File: config.mk
export PLATFORM = sky130hd
export DESIGN_NAME = cnn_conv_acc_relu
export DESIGN_NICKNAME = d
export VERILOG_FILES = /design/src/rtl/cnn_conv_acc_relu.sv
export SDC_FILE = /design/constraint.sdc
export NUM_CORES = 1
export LEC_CHECK = 0
export CORE_MARGIN = 1.5
export CORE_UTILIZATION = 50
export DETAILED_ROUTE_END_ITERATION = 10
export DONT_BUFFER_PORTS = 1
export MAX_ROUTING_LAYER = met4
export PLACE_DENSITY_LB_ADDON = 0.25
export SYNTH_ARGS = -nofsm -noshare
export SYNTH_HDL_FRONTEND = slang
export SYNTH_SLANG_ARGS = --single-unit
File: constraint.sdc
create_clock -name ap_clk -period 6.05 [get_ports ap_clk]
set_input_delay 1.21 -clock ap_clk [delete_from_list [all_inputs] [get_ports ap_clk]]
set_output_delay 1.21 -clock ap_clk [all_outputs]
set_load 0.02 [all_outputs]
File: src/rtl/cnn_conv_acc_relu.sv
// cnn_conv_acc_relu: accumulates one kernel window of products, adds bias,
// rescales with round-half-up, optional ReLU, saturates to an activation.
module cnn_conv_acc_relu #(
  parameter int PROD_W = 23,
  parameter int N_TAPS = 9,
  parameter int ACC_W  = 28,
  parameter int OUT_W  = 14,
  parameter int SHIFT  = 7,
  parameter int RELU   = 1
) (
  input  logic              ap_clk,
  input  logic              ap_rst,
  input  logic [PROD_W-1:0] prod_data,
  input  logic              prod_valid,
  output logic              prod_ready,
  input  logic [ACC_W-1:0]  bias,
  output logic [OUT_W-1:0]  out_data,
  output logic              out_valid,
  input  logic              out_ready,
  output logic              out_sat
);

  localparam int CNT_W = (N_TAPS > 1) ? $clog2(N_TAPS) : 1;
  localparam logic [CNT_W-1:0] LAST = CNT_W'(N_TAPS - 1);

  localparam logic [ACC_W:0] ONE = 1;
  localparam logic signed [ACC_W:0] RND = (ONE << SHIFT) >> 1;

  localparam int OMAX_I = (1 << (OUT_W - 1)) - 1;
  localparam logic signed [ACC_W:0] OMAX = (ACC_W+1)'(OMAX_I);
  localparam logic signed [ACC_W:0] OMIN = (ACC_W+1)'(-OMAX_I - 1);

  typedef enum logic {
    S_ACC,
    S_EMIT
  } state_t;

  state_t                    state_q;
  logic [CNT_W-1:0]          tap_q;
  logic signed [ACC_W-1:0]   acc_q;
  logic [OUT_W-1:0]          out_data_q;
  logic                      out_sat_q;

  logic signed [ACC_W-1:0]   prod_x;
  logic signed [ACC_W-1:0]   acc_d;
  logic signed [ACC_W:0]     s_rnd;
  logic signed [ACC_W:0]     r_sh;
  logic signed [ACC_W:0]     r_cl;
  logic [OUT_W-1:0]          out_data_d;
  logic                      out_sat_d;

  // ready only from registered state; held low while reset is asserted
  assign prod_ready = (state_q == S_ACC) && !ap_rst;
  assign out_valid  = (state_q == S_EMIT);
  assign out_data   = out_data_q;
  assign out_sat    = out_sat_q;

  // next accumulator value and the rescaled, clamped activation it yields
  always_comb begin
    prod_x = ACC_W'($signed(prod_data));
    acc_d  = ((tap_q == '0) ? $signed(bias) : acc_q) + prod_x;
    s_rnd  = {acc_d[ACC_W-1], acc_d} + RND;
    r_sh   = s_rnd >>> SHIFT;
    r_cl   = r_sh;
    out_sat_d = 1'b0;
    if (RELU != 0 && r_sh[ACC_W]) begin
      r_cl = '0;
    end
    if (r_cl > OMAX) begin
      r_cl = OMAX;
      out_sat_d = 1'b1;
    end else if (r_cl < OMIN) begin
      r_cl = OMIN;
      out_sat_d = 1'b1;
    end
    out_data_d = r_cl[OUT_W-1:0];
  end

  // window FSM: accumulate taps, then hold the result until consumed
  always_ff @(posedge ap_clk) begin
    if (ap_rst) begin
      state_q    <= S_ACC;
      tap_q      <= '0;
      acc_q      <= '0;
      out_data_q <= '0;
      out_sat_q  <= 1'b0;
    end else begin
      unique case (state_q)
        S_ACC: begin
          if (prod_valid) begin
            acc_q <= acc_d;
            if (tap_q == LAST) begin
              tap_q      <= '0;
              out_data_q <= out_data_d;
              out_sat_q  <= out_sat_d;
              state_q    <= S_EMIT;
            end else begin
              tap_q <= tap_q + 1'b1;
            end
          end
        end
        S_EMIT: begin
          if (out_ready) begin
            state_q <= S_ACC;
          end
        end
        default: state_q <= S_ACC;
      endcase
    end
  end

endmodule
# == Word level (Yosys, flattened, before mapping) ==
# Cells that the tools add are included.
# totals
register_bits,48
inputBits,55
output_inout_bits,17
elab_cells,28
# op_classes
n_addsub,3
magnitude_cmp,2
eq_ne,1
n_mux,11
bitwise,1
n_reduce_logical,5
# op_table
op,count
"28-bit by 8-bit adder with 29-bit output, second input constant",1
28-bit by 23-bit adder with 28-bit output,1
14-bit two-way mux,2
28-bit two-way mux,1
"22-bit by 14-bit less-than comparator with 1-bit output, second input constant",1
"21-bit by 13-bit greater-than comparator with 1-bit output, second input constant",1
21-bit two-way mux,1
1-bit two-way mux,5
"4-bit by 1-bit adder with 4-bit output, second input constant",1
"4-bit equality test, second input constant",1
4-bit logical NOT,1
4-bit two-way mux,1
3-bit AND reduction,1
1-bit one-hot mux with 2 select lines,1
2-bit AND reduction,1
1-bit logical AND,1
1-bit logical NOT,1
1-bit NOT,1

# == Depth between registers and ports, before layout ==
# logic_depth
depth_word,8
mapped_depth,21

# == Least setup slack after synthesis ==
# No wires, ideal clock.
# synth_timing
path_type,reg2reg
startpoint,reg tap_q[0]
endpoint,reg out_data_q[0] (netlist: out_data[0])
setup_ps,60
t_arrival_ps,5254
t_required_ps,5990
setup_slack_ps,735
stages_incl_launch_ff,22
path_buffers,3
period_less_slack_ps,5315
cell_sequence,dfxtp_1 > inv_1 > ha_1 > nor2b_1 > nor2b_1 > clkbuf_1 > clkbuf_1 > mux2_2 > ha_1 > fa_1 > a211oi_1 > o21ai_1 > a32oi_1 > nand2_1 > xor2_1 > nand4_1 > nor4b_4 > a31oi_1 > o211ai_2 > or4b_4 > buf_6 > nand3_2
# synth_via
elab_chain_len,8
elab_cells_between_ends,11
cone_classes,2 x add/sub; 2 x order compare; 1 x eq/ne; 4 x mux; 2 x reduce/logical
# synth_lines
item,line_no,text
"start, declared",39,logic [CNT_W-1:0] tap_q;
"start signal, assigned",98,tap_q <= tap_q + 1'b1;
4-bit logical NOT,61,acc_d = ((tap_q == '0) ? $signed(bias) : acc_q) + prod_x;
28-bit two-way mux,61,
28-bit by 23-bit adder with 28-bit output,61,
28-bit by 8-bit adder with 29-bit output,62,"s_rnd = {acc_d[ACC_W-1], acc_d} + RND;"
21-bit two-way mux,66,if (RELU != 0 && r_sh[ACC_W]) begin
22-bit by 14-bit less-than comparator with 1-bit output,72,end else if (r_cl < OMIN) begin
14-bit two-way mux,72,
14-bit two-way mux,69,if (r_cl > OMAX) begin
"end signal, assigned",94,out_data_q <= out_data_d;
"end, declared",41,logic [OUT_W-1:0] out_data_q;
# Parallel ways exist; a longest one is shown, timed or not.
# A chain may end at the register's enable or synchronous reset.

# == Final worst setup path ==
# layout_timing
startpoint,reg tap_q[0]
endpoint,reg out_data_q[9] (netlist: out_data[9])
# layout_via
elab_chain_len,8
elab_cells_between_ends,11
cone_classes,2 x add/sub; 2 x order compare; 1 x eq/ne; 4 x mux; 2 x reduce/logical
# layout_lines
item,line_no,text
4-bit logical NOT *,61,
28-bit two-way mux *,61,
28-bit by 23-bit adder with 28-bit output *,61,
via acc_d[7],45,logic signed [ACC_W-1:0] acc_d;
28-bit by 8-bit adder with 29-bit output *,62,
21-bit two-way mux *,66,
22-bit by 14-bit less-than comparator with 1-bit output,72,
14-bit two-way mux,72,
14-bit two-way mux *,69,
# The timed path passes the listed nets; every way through them passes the cells marked *.

==> impl_results.md <==
* Clk sink count at between 40 and 50
* DR iter-0 viols at 225
* Worst VDD drop at 0.1338 mV
* WL/cell at 18.48 um
* Die H at 94.59 um
* Starting Density at 51.30%
* Clk buf depth at 2
* Hold_sp: acc_q[4]$_SDFFE_PP0P_
* FMAX at 184.2 MHz
* LEAKAGE at 1.824 nW
* # hold bufs at CTS at 0
* All-Layer GR Usage at roughly a quarter
* Final Power at 0.001390 W
* Post-synthesis cell area at 4194 um^2
* Synth Register Bits at 48
* Slew @ Worst Pin at 1.135 ns
* First-pass GRT wire length at 17830 um
* Crit path launch type: flip-flop
* N_diodes at 0
* Critical Path Fanout Max at 25
* Crit Path Class: flip-flop to flip-flop
* Clock skew at 0.007988 ns
* Final worst slack at 0.6221 ns
* Yosys top cell area share at 22.91%
* Largest area contributor in the synthesized netlist: dfxtp_1
* Total CTS buffers at 5
* Initial antenna violation count at 0
* Final hold violations at 0
* CTS H-Tree Depth at 2
* Remaining DRCs at 0
* Crit-path most repeated cell: ha_1
* Insertion delay to the later sink of the worst-skew pair at between 0.3 and 0.4 ns
* Slew margin rel. at 24.34%
* Top post-synthesis cells by area: dfxtp_1 23%, ha_1 9.5%, mux2_2 7.8%
* Final setup TNS at 0 ns
* Syn Inst Count at around 520
* Synth async-reset ratio at 0%
* Status: finished, final reports clean
* Post-DP HPWL at 8508 um
* Share of layout cells above drive strength 1 at 14.40%
* PD cells at 316.3 nW/um^2
* Critical Path Sink Type: flip-flop
* Via Count at roughly 3800
* Antenna Nets Post-Route at 0
* Largest net degree at the start of global routing at 40
* DIE AREA at 8946 um^2
* Top_reg_cell synth: dfxtp_1
* Final WL at 11310 um
* Input/output buffers at 0
* CTS tree: done
* Crit path DAT at 5.68 ns
* Reg2reg start: tap_q[0]$_SDFFE_PP0P_
* Post-synth EDFFs at 0
* I/O pin count at 72
* Critical Path Start: tap_q[0]$_SDFFE_PP0P_
* Vias in the first global route at 3536
* Max-slew violation count at 0
* Chip width at 94.59 um
* Synthesized area per cell at 8.128 um^2
* FP Rows at 33
* CP Cell Sequence: inv_1 -> ha_1 -> nor2b_1 -> nor2b_2 -> buf_4 -> mux2_2 -> ha_1 -> a21oi_1 -> o22ai_1 -> a311oi_1 -> and2_1 -> ha_1 -> and4b_1 -> nand4_1 -> nor4b_4 -> a31oi_1 -> o211ai_2 -> or4b_4 -> nand3_1
* Post-synth top cells: 81 x nand2_1, 57 x a21oi_1, 48 x dfxtp_1, 33 x nor2_1, 32 x ha_1
* Yosys cell types at between 60 and 70
* CP max stage delay at ~0.6 ns
* Area growth, synth to finish at 4.773%
* Clock period minus worst slack at 5.428 ns
* Critical Path RT at 6.30 ns
* CTS-repair resized insts at 0
* Final setup violation count at 0
* Place WS at 0.5156 ns
* RSZ-0062 raised after global routing: no
* Hold WC Path Type: flip-flop to flip-flop
* Share of the clock period used by the worst path at between 80% and 90%
* Critical-path top delay cell: or4b_4
* Synthesis Warnings at 0
* Max Cap Viol at 0
* Via/cell ratio at ~6.2
* Core area at 8175 um^2
* Nets at 594
* Clk slew on worst S/H paths at 0.10 ns
* Syn_nets at just over 600
* Register area share after synthesis at a little under a quarter
* Gr ovfl total at 0
* First drt pass iteration count at 5
* Placer congestion estimate at around 0.95
* Leading cell type by number of instances after synthesis: nand2_1
* CTS Root Cell: clkbuf_8
==> layout by cell type (no fill, tap or decap), drive strengths merged, types with 3 or more instances in the layout <==
cell type / synthesis / routed
clkbuf: 12 / 6
and3: 3 / 3
nand3: 21 / 21
inv: 9 / 9
nor3: 3 / 3
buf: 13 / 8
xnor2: 20 / 20
xor2: 19 / 19
and2: 3 / 3
nand3b: 3 / 3
a211oi: 11 / 11
nor2b: 4 / 4
nand2: 82 / 82
o21ai: 14 / 14
mux2: 29 / 29
a22oi: 11 / 11
o21a: 4 / 4
o21bai: 6 / 6
a21oi: 57 / 57
a21o: 6 / 6
mux2i: 3 / 3
a311oi: 5 / 5
o211ai: 6 / 6
nor2: 33 / 33
dfxtp: 48 / 48
nand2b: 5 / 5
o2111ai: 3 / 3
ha: 32 / 32
nand4: 11 / 11
==> area by class of cell <==
type                       count  area, um^2
fill                         802        3781
timing repair buffer           8       60.06
clock inverter                 2       38.79
tap                          105       131.4
sequential                    48       960.9
clock buffer                   6       82.58
multi-input combinational    434        3087
inverter                       9       33.78
==> logic make-up (layout without fill, tap and decap cells) <==
logic type      Yosys count  count (layout)  share of synthesized area (%)
flops                    48              48                          22.91
buf+inv                  34              25                          3.609
xor+xnor                 39              39                          8.324
mux                      32              32                          8.502
fa+ha+maj                33              33                          10.02
compound gates          144             144                          23.66
simple gates            186             186                          22.97
==> stage by stage <==
step	utilization, %	hold slack [ns]	instance area, um^2	std cells
2_1_floorplan	-	0.4294	4194	516
4_1_cts	53.57	0.4543	4379	610
5_1_grt	53.75	0.4773	4394	612
6_report	53.75	0.4518	4394	612
3_5_place_dp	52.08	0.4411	4258	602
3_3_place_gp	52.08	0.4291	4258	602
==> critical path: cells and delay by family (launching register included) <==
kind	cells	cell delay, ns
DFF	1	0.35
AOI/OAI and AO/OA	5	1.17
adders and majority gates	3	0.65
buffers and inverters	2	0.45
muxes	1	0.40
and+or+nand+nor	8	2.31
==> timing repair <==
item | 4_1_cts | 5_1_grt
setup buffers | 0 | 2
endpoints found under the setup margin | 0 | 2
hold endpoints to repair | 0 | 0
==> state kept, by name, indices dropped and copies added (netlist names) <==
name / flops
out_sat: 1
acc_q: 28
out_valid: 1
tap_q: 4
out_data: 14
==> worst paths after layout <==
path / slack [ns] / endpoint / cells after the start
min reg2reg: 0.45 / acc_q[4]$_SDFFE_PP0P_ / 2
min: 0.45 / acc_q[4]$_SDFFE_PP0P_ / 2
max reg2reg: 0.62 / out_data[9]$_SDFFE_PP0P_ / 19
max: 0.62 / out_data[9]$_SDFFE_PP0P_ / 19
==> power breakdown <==
part	switching (W)	total, W	internal (W)
Sequential	0.0000171	0.000365	0.000348
Clock	0.000119	0.000255	0.000135
Combinational	0.000459	0.000770	0.000311
==> routing by layer <==
layer | GRT usage (%) | share of wire, %
met5 | - | 0
met4 | 8.831 | 2.2
met3 | 3.623 | 6.2
met2 | 39.87 | 44
met1 | 35.89 | 47
Power figures use the tool's default switching activity.
